File: src/rtl/fetch_unit.sv
// Instruction fetch stage: reads the two 16-bit words at {pointer0, pointer1}
// and presents them as one 32-bit instruction until retire loads a new pointer pair.

module fetch_word_lane #(
  parameter int WORD_W = 16
) (
  input  logic              clk,
  input  logic              rst,
  input  logic              load,
  input  logic [WORD_W-1:0] d,
  output logic [WORD_W-1:0] q
);
  always_ff @(posedge clk or posedge rst) begin
    if (rst)       q <= '0;
    else if (load) q <= d;
  end
endmodule

module fetch_unit #(
  parameter logic [15:0] RESET_PC = 16'h0000
) (
  input  logic        clk,
  input  logic        rst,
  input  logic [31:0] next_pointer,
  input  logic        retire,
  output logic [31:0] instr_pointer,
  output logic [31:0] instruction,
  output logic        instr_valid,
  output logic        mem_req,
  output logic [15:0] mem_addr,
  input  logic        mem_ack,
  input  logic [15:0] mem_rdata
);
  localparam int NUM_WORDS = 2;
  localparam int WORD_W    = 16;

  // Fetch states are numbered so that state value i fetches word lane i.
  typedef enum logic [1:0] {F0 = 2'd0, F1 = 2'd1, READY = 2'd2} fetch_state_e;

  fetch_state_e state, state_nxt;

  // Packed with pointer0 / word@pointer0 in the upper half.
  logic [NUM_WORDS-1:0][WORD_W-1:0] ptr_q;
  logic [NUM_WORDS-1:0][WORD_W-1:0] word_q;
  logic [NUM_WORDS-1:0]             lane_sel;
  logic [NUM_WORDS-1:0]             lane_load;

  always_ff @(posedge clk or posedge rst) begin
    if (rst) state <= F0;
    else     state <= state_nxt;
  end

  always_comb begin
    state_nxt = state;
    case (state)
      F0:      if (mem_ack) state_nxt = F1;
      F1:      if (mem_ack) state_nxt = READY;
      READY:   if (retire)  state_nxt = F0;
      default:              state_nxt = F0;
    endcase
  end

  always_ff @(posedge clk or posedge rst) begin
    if (rst)                          ptr_q <= {RESET_PC, RESET_PC + 16'd1};
    else if (state == READY && retire) ptr_q <= next_pointer;
  end

  for (genvar i = 0; i < NUM_WORDS; i++) begin : g_lane
    assign lane_sel[i]  = (state == fetch_state_e'(2'(i)));
    assign lane_load[i] = lane_sel[i] & mem_ack;

    fetch_word_lane #(.WORD_W(WORD_W)) u_lane (
      .clk  (clk),
      .rst  (rst),
      .load (lane_load[i]),
      .d    (mem_rdata),
      .q    (word_q[NUM_WORDS-1-i])
    );
  end

  // Address is a pure decode of the state register; zero outside fetch.
  always_comb begin
    mem_addr = '0;
    for (int i = 0; i < NUM_WORDS; i++)
      if (lane_sel[i]) mem_addr = ptr_q[NUM_WORDS-1-i];
  end

  assign mem_req       = |lane_sel;
  assign instr_valid   = (state == READY);
  assign instr_pointer = ptr_q;
  assign instruction   = word_q;
endmodule

File: config.mk
export PLATFORM = sky130hd
export DESIGN_NAME = fetch_unit
export DESIGN_NICKNAME = d
export VERILOG_FILES = /design/src/rtl/fetch_unit.sv
export SDC_FILE = /design/constraint.sdc
export NUM_CORES = 1
export LEC_CHECK = 0
export BUFFER_PORTS_ARGS = -buffer_cell sky130_fd_sc_hd__buf_2
export CORE_MARGIN = 8
export CORE_UTILIZATION = 39
export CTS_CLUSTER_SIZE = 12
export DETAILED_ROUTE_END_ITERATION = 8
export PLACE_DENSITY = 0.71
export SYNTH_ARGS = -nofsm -noshare
export SYNTH_HDL_FRONTEND = slang
export SYNTH_SLANG_ARGS = --single-unit
File: constraint.sdc
create_clock -name clk -period 1.8 [get_ports clk]
set_clock_uncertainty 0.15 [all_clocks]
set_input_delay 0 -clock clk [delete_from_list [all_inputs] [get_ports clk]]
set_output_delay 0 -clock clk [all_outputs]
set_load 0.02 [all_outputs]
* After elaboration in Yosys (flattened, before gate mapping)
Cells that the tools add are included.
W data, S select, Z words.
** Operators by class
- Eq/ne operators :: 5
- Reduce and logical (&&, ||, !) cells :: 4
- Mux-type cells :: 6
- Bitwise operators :: 2
** Operators by type and width (count)
- $mux W16 :: 2
- $mux W2 :: 3
- $ne A2 B2 Y1 const B :: 3
- $pmux W2 S3 :: 1
- $reduce_and A3 Y1 :: 1
- $and A1 B1 Y1 :: 2
- $eq A2 B1 Y1 const B :: 1
- $eq A2 B2 Y1 const B :: 1
- $logic_not A2 Y1 :: 1
- $reduce_or A2 Y1 :: 1
- $logic_and A1 B1 Y1 :: 1
** Word-level totals
- Bits of input ports :: 52
- Logic and storage cells :: 22
- Output and inout bits :: 82
- Bits in registers :: 66

* Depth between registers and ports, before layout
- Depth in word-level cells :: 3
- Depth in mapped cells :: 4

* Modules after synthesis
A second synthesis with hierarchy kept.
** Unflattened totals
- Cells, all modules :: 185
- Area, all modules :: 2984.1 um^2
** Modules (own cells, without submodules)
- fetch_unit :: sequential area each 852.1 um^2, area each 1677.9 um^2, cells an instance 115, instances 1
- fetch_word_lane :: sequential area each 400.4 um^2, area each 653.1 um^2, cells an instance 35, instances 2

* Least setup slack after synthesis
OpenSTA, ideal clock, no wires.
- Kind :: reg-to-reg
- From :: register state[0]
- To :: register g_lane[0].u_lane.q[0]
- Path slack :: 223 ps
- Buffers on the path :: 1
- Period minus slack after synthesis :: 1577 ps
- Cell stages (with the launch flop) :: 4
- Library setup time :: 125 ps
- Arrival time :: 1302 ps
- Path through :: dfrtp_1 > nor3b_4 > buf_12 > mux2_4
** Between the ends
- Longest elaborated chain between the ends :: 2
** Ends and longest elaborated chain
- start, declared :: line 40 : fetch_state_e state, state_nxt;
- start signal, assigned :: line 50 : else state <= state_nxt;
- $logic_not A2 Y1 :: line 69 : assign lane_sel[i] = (state == fetch_state_e'(2'(i)));
- $and A1 B1 Y1 :: line 70 : assign lane_load[i] = lane_sel[i] & mem_ack;
- end signal, assigned :: line 14 : if (rst) q <= '0;
- end signal, assigned :: line 15 : else if (load) q <= d;
- end, declared :: line 11 : output logic [WORD_W-1:0] q
Every way passes these cells.
A chain may end at the register's enable or synchronous reset.

* Worst setup path after layout
- From :: register state[0]
- To :: output mem_addr[4]
** Between the ends
- Longest elaborated chain between the ends :: 3
** Ends and longest elaborated chain
- $logic_not A2 Y1 :: line 69
- $mux W16 :: line 85 : if (lane_sel[i]) mem_addr = ptr_q[NUM_WORDS-1-i];
- $mux W16 * :: line 85
- end, declared :: line 30 : output logic [15:0] mem_addr,
Every way passes the cells marked *; elsewhere a longest branch is shown, timed or not.

==> impl_metrics.csv <==
group,metric,value,unit
setup_path,worstRegToRegCells,3,
timing,finalSetupViolCount,0,
synth,synth-compound-area-share,0.257,%
finish,stdcell_area,4410,um^2
route,route.detailed.drc,0,
place,placement.io_buffers,133,
synth,seq_area_frac_synth,56.5,%
finish,multi_input_area,1170,um^2
setup_path,start_kind,"register",
synth,synth-xor-area-share,0.300,%
status,status,"completed",
clocking,cts_setup_buffers,0,
synth,synth_fa_ha_area_share,0,%
route,wirelength,8240,um
power,powerDensity,1950,nW/um^2
timing,fin_hold_ws,0.183,ns
timing,tightest_slew,0.345,ns
timing,timing.slew.headroom,77.0,%
die,coreArea,7250,um^2
global_routing,grt_max_degree,67,
setup_path,required,1.65,ns
die,ioPinCount,134,
timing,finalCriticalPeriod,1.69,ns
setup_path,crit_family,"flip-flops",
die,rows,31,
route,via_per_inst,4.56,
route,first_iter_violations,40,
power,cellLeakagePower,2.30,nW
route,ant_nets,0,
synth,synth_warnings,0,
timing,fin_setup_tns,0,ns
setup_path,cp_num_cells,4,
clocking,cts_tree,"yes",
route,dr_total_vias,2177,
place,detailed_place_hpwl,5220,um
timing,fmax,592,MHz
die,die_area,10500,um^2
place,place_area,3720,um^2
synth,synth_mux_area_share,35.3,%
clocking,cts_num_sinks,66,
setup_path,slowest_delay,0.51,ns
global_routing,antenna_found_initial,1,
global_routing,grt_pass1_vias,2462,
global_routing,grt_usage,15.9,%
clocking,cts_buffer_depth,2,
clocking,clk_latency,0.32,ns
clocking,cts_buffers,9,
place,gp_congestion,0.730,
timing,hold_viol,0,
clocking,cts_root_buffer,"clkbuf_8",
synth,synth_top_family_by_area,"multiplexers",
synth,ys_ff_latch,66,
run,maxCapViolCount,0,
power,irDropWorstVdd,1080,uV
die,dieHeight,103,um
finish,syn_to_final_growth,50.7,%
finish,n_fill_cell,575,
die,die_w,103,um
synth,synth_fp_nets,232,
setup_path,crit_buf_inv,2,
worst_hold_path,min_path_type,"in -> async",
timing,post-route-period-util,93.8,%
setup_path,worstPathMaxFanout,14,
synth,synth_area,2920,um^2
route,wl_per_cell,17.3,um
synth,syn_avg_cell_area,16.2,um^2
clocking,htreeDepth,3,
setup_path,r2r_slack,0.16,ns
clocking,clkTransAtPathRegs,0.07,ns
timing,grt_setup_unrepaired,"false",
finish,regArea,1650,um^2
setup_path,crit_chain,"buf_6 -> mux2i_1 -> nor2_1 -> buf_2",
synth,yosysUniqueCellTypes,16,
setup_path,cp_data_arrival_time,1.54,ns
route,firstDrtPassIters,4,
setup_path,critical_path_class,"reg -> out",
synth,synth_cells,180,
timing,slew_viol_final,0,
global_routing,overflow,0,
global_routing,grt_pass1_wl,12700,um
die,start_util,40.3,%
finish,final_nets,425,
synth,synth-simple-area-share,4.32,%
finish,drive_above_1_share,58.9,%
setup_path,end_kind,"output pin",
setup_path,cp_slowest_cell,"dfrtp_1",
## power breakdown
group	switching, W	internal (W)	total (W)
clock network	0.000518	0.000567	0.00108
logic	0.00255	0.00213	0.00468
registers	0.000559	0.00225	0.00281
total	0.00363	0.00495	0.00858
## Yosys cell counts
| cell type | n | share of area, % |
|---|---|---|
| buf_4 | 2 | 0.51 |
| dfstp_2 | 1 | 0.90 |
| buf_12 | 1 | 0.68 |
| nand3b_4 | 2 | 1.4 |
| buf_6 | 4 | 1.5 |
| inv_1 | 2 | 0.26 |
| dfrtp_1 | 65 | 56 |
| buf_2 | 1 | 0.17 |
| nor2_1 | 18 | 2.3 |
| clkbuf_1 | 1 | 0.13 |
| mux2_4 | 40 | 21 |
| mux2i_1 | 16 | 5.5 |
| nor3b_4 | 1 | 0.64 |
| mux2_2 | 24 | 9.2 |
| xnor2_1 | 1 | 0.30 |
| o31ai_1 | 1 | 0.26 |
## metal layers
metal	share of wire (%)	track usage, %	routed length [um]
met1	40	18.0	3310
met2	48	26.6	3930
met3	10	5.60	831
met4	2.1	7.00	171
met5	0	0	0
## tightest hold or removal path, cell delays in order
cell	delay (ns)
dlygate4sd3_1	0.54
buf_2	0.14
clkinvlp_4	0.07
buf_12	0.31
## metrics by stage
step | power [W] | cells | utilization, % | setup slack [ns]
after floorplan | 0.00591 | 180 | - | 0.223
after global placement | 0.00733 | 410 | 51.3 | 0.229
after detailed placement | 0.00741 | 410 | 51.3 | 0.183
after CTS | 0.00862 | 476 | 60.7 | 0.0176
after global routing | 0.00910 | 477 | 60.7 | 0.00395
final | 0.00858 | 477 | 60.7 | 0.112
## cells by family after synthesis
group                     Yosys count
DFF                                66
xor gates and xnor gates            1
muxes                              80
AOI/OAI and AO/OA                   1
buffers and inverters              11
and+or+nand+nor                    21
## placed cells by master, fill, tap and decap left out
| master | instances |
|---|---|
| inv_1 | 1 |
| xnor2_1 | 1 |
| buf_4 | 3 |
| diode_2 | 1 |
| dfstp_2 | 1 |
| dfrtp_1 | 65 |
| nor3b_4 | 1 |
| clkbuf_1 | 2 |
| mux2_2 | 24 |
| buf_2 | 133 |
| buf_12 | 3 |
| clkbuf_8 | 11 |
| mux2i_1 | 16 |
| clkinv_2 | 1 |
| o31ai_1 | 1 |
| nand3b_4 | 2 |
| clkinvlp_4 | 2 |
| mux2_4 | 40 |
| buf_6 | 1 |
| nor2_1 | 18 |
| dlygate4sd3_1 | 51 |
## area by class of cell
type                       instances  share of cell area (%)
antenna                            1                  0.0568
clock buffer                      13                    3.61
clock inverter                     2                   0.284
inverter                           2                   0.256
multi-input combinational        103                    26.6
sequential                        66                    37.5
tap                               99                    2.81
timing repair buffer             191                    28.8
## state kept, by name (all words and copies together), names as in the netlist
| name | count |
|---|---|
| state | 2 |
| instr_pointer | 32 |
| g_lane.u_lane.q | 32 |
## final timing paths
kind	from	endpoint
worst max register to register	state[0]$_DFFE_PP0P_	instr_pointer[5]$_DFFE_PP0P_
worst min-delay path	rst	g_lane[0].u_lane.q[1]$_DFFE_PP0P_
max in group asynchronous	rst	instr_pointer[0]$_DFFE_PP1P_
min in group clk	next_pointer[30]	instr_pointer[30]$_DFFE_PP0P_
worst min register to register	g_lane[1].u_lane.q[1]$_DFFE_PP0P_	g_lane[1].u_lane.q[1]$_DFFE_PP0P_
worst max-delay path	state[0]$_DFFE_PP0P_	mem_addr[4]
## what timing repair did
item / CTS / global route
endpoints found under the setup margin: 0 / 13
hold buffers: 51 / 0
endpoints found under the hold margin: 132 / 0
gates resized for setup: 0 / 1
No activity file was read; power rests on OpenSTA's default activity.
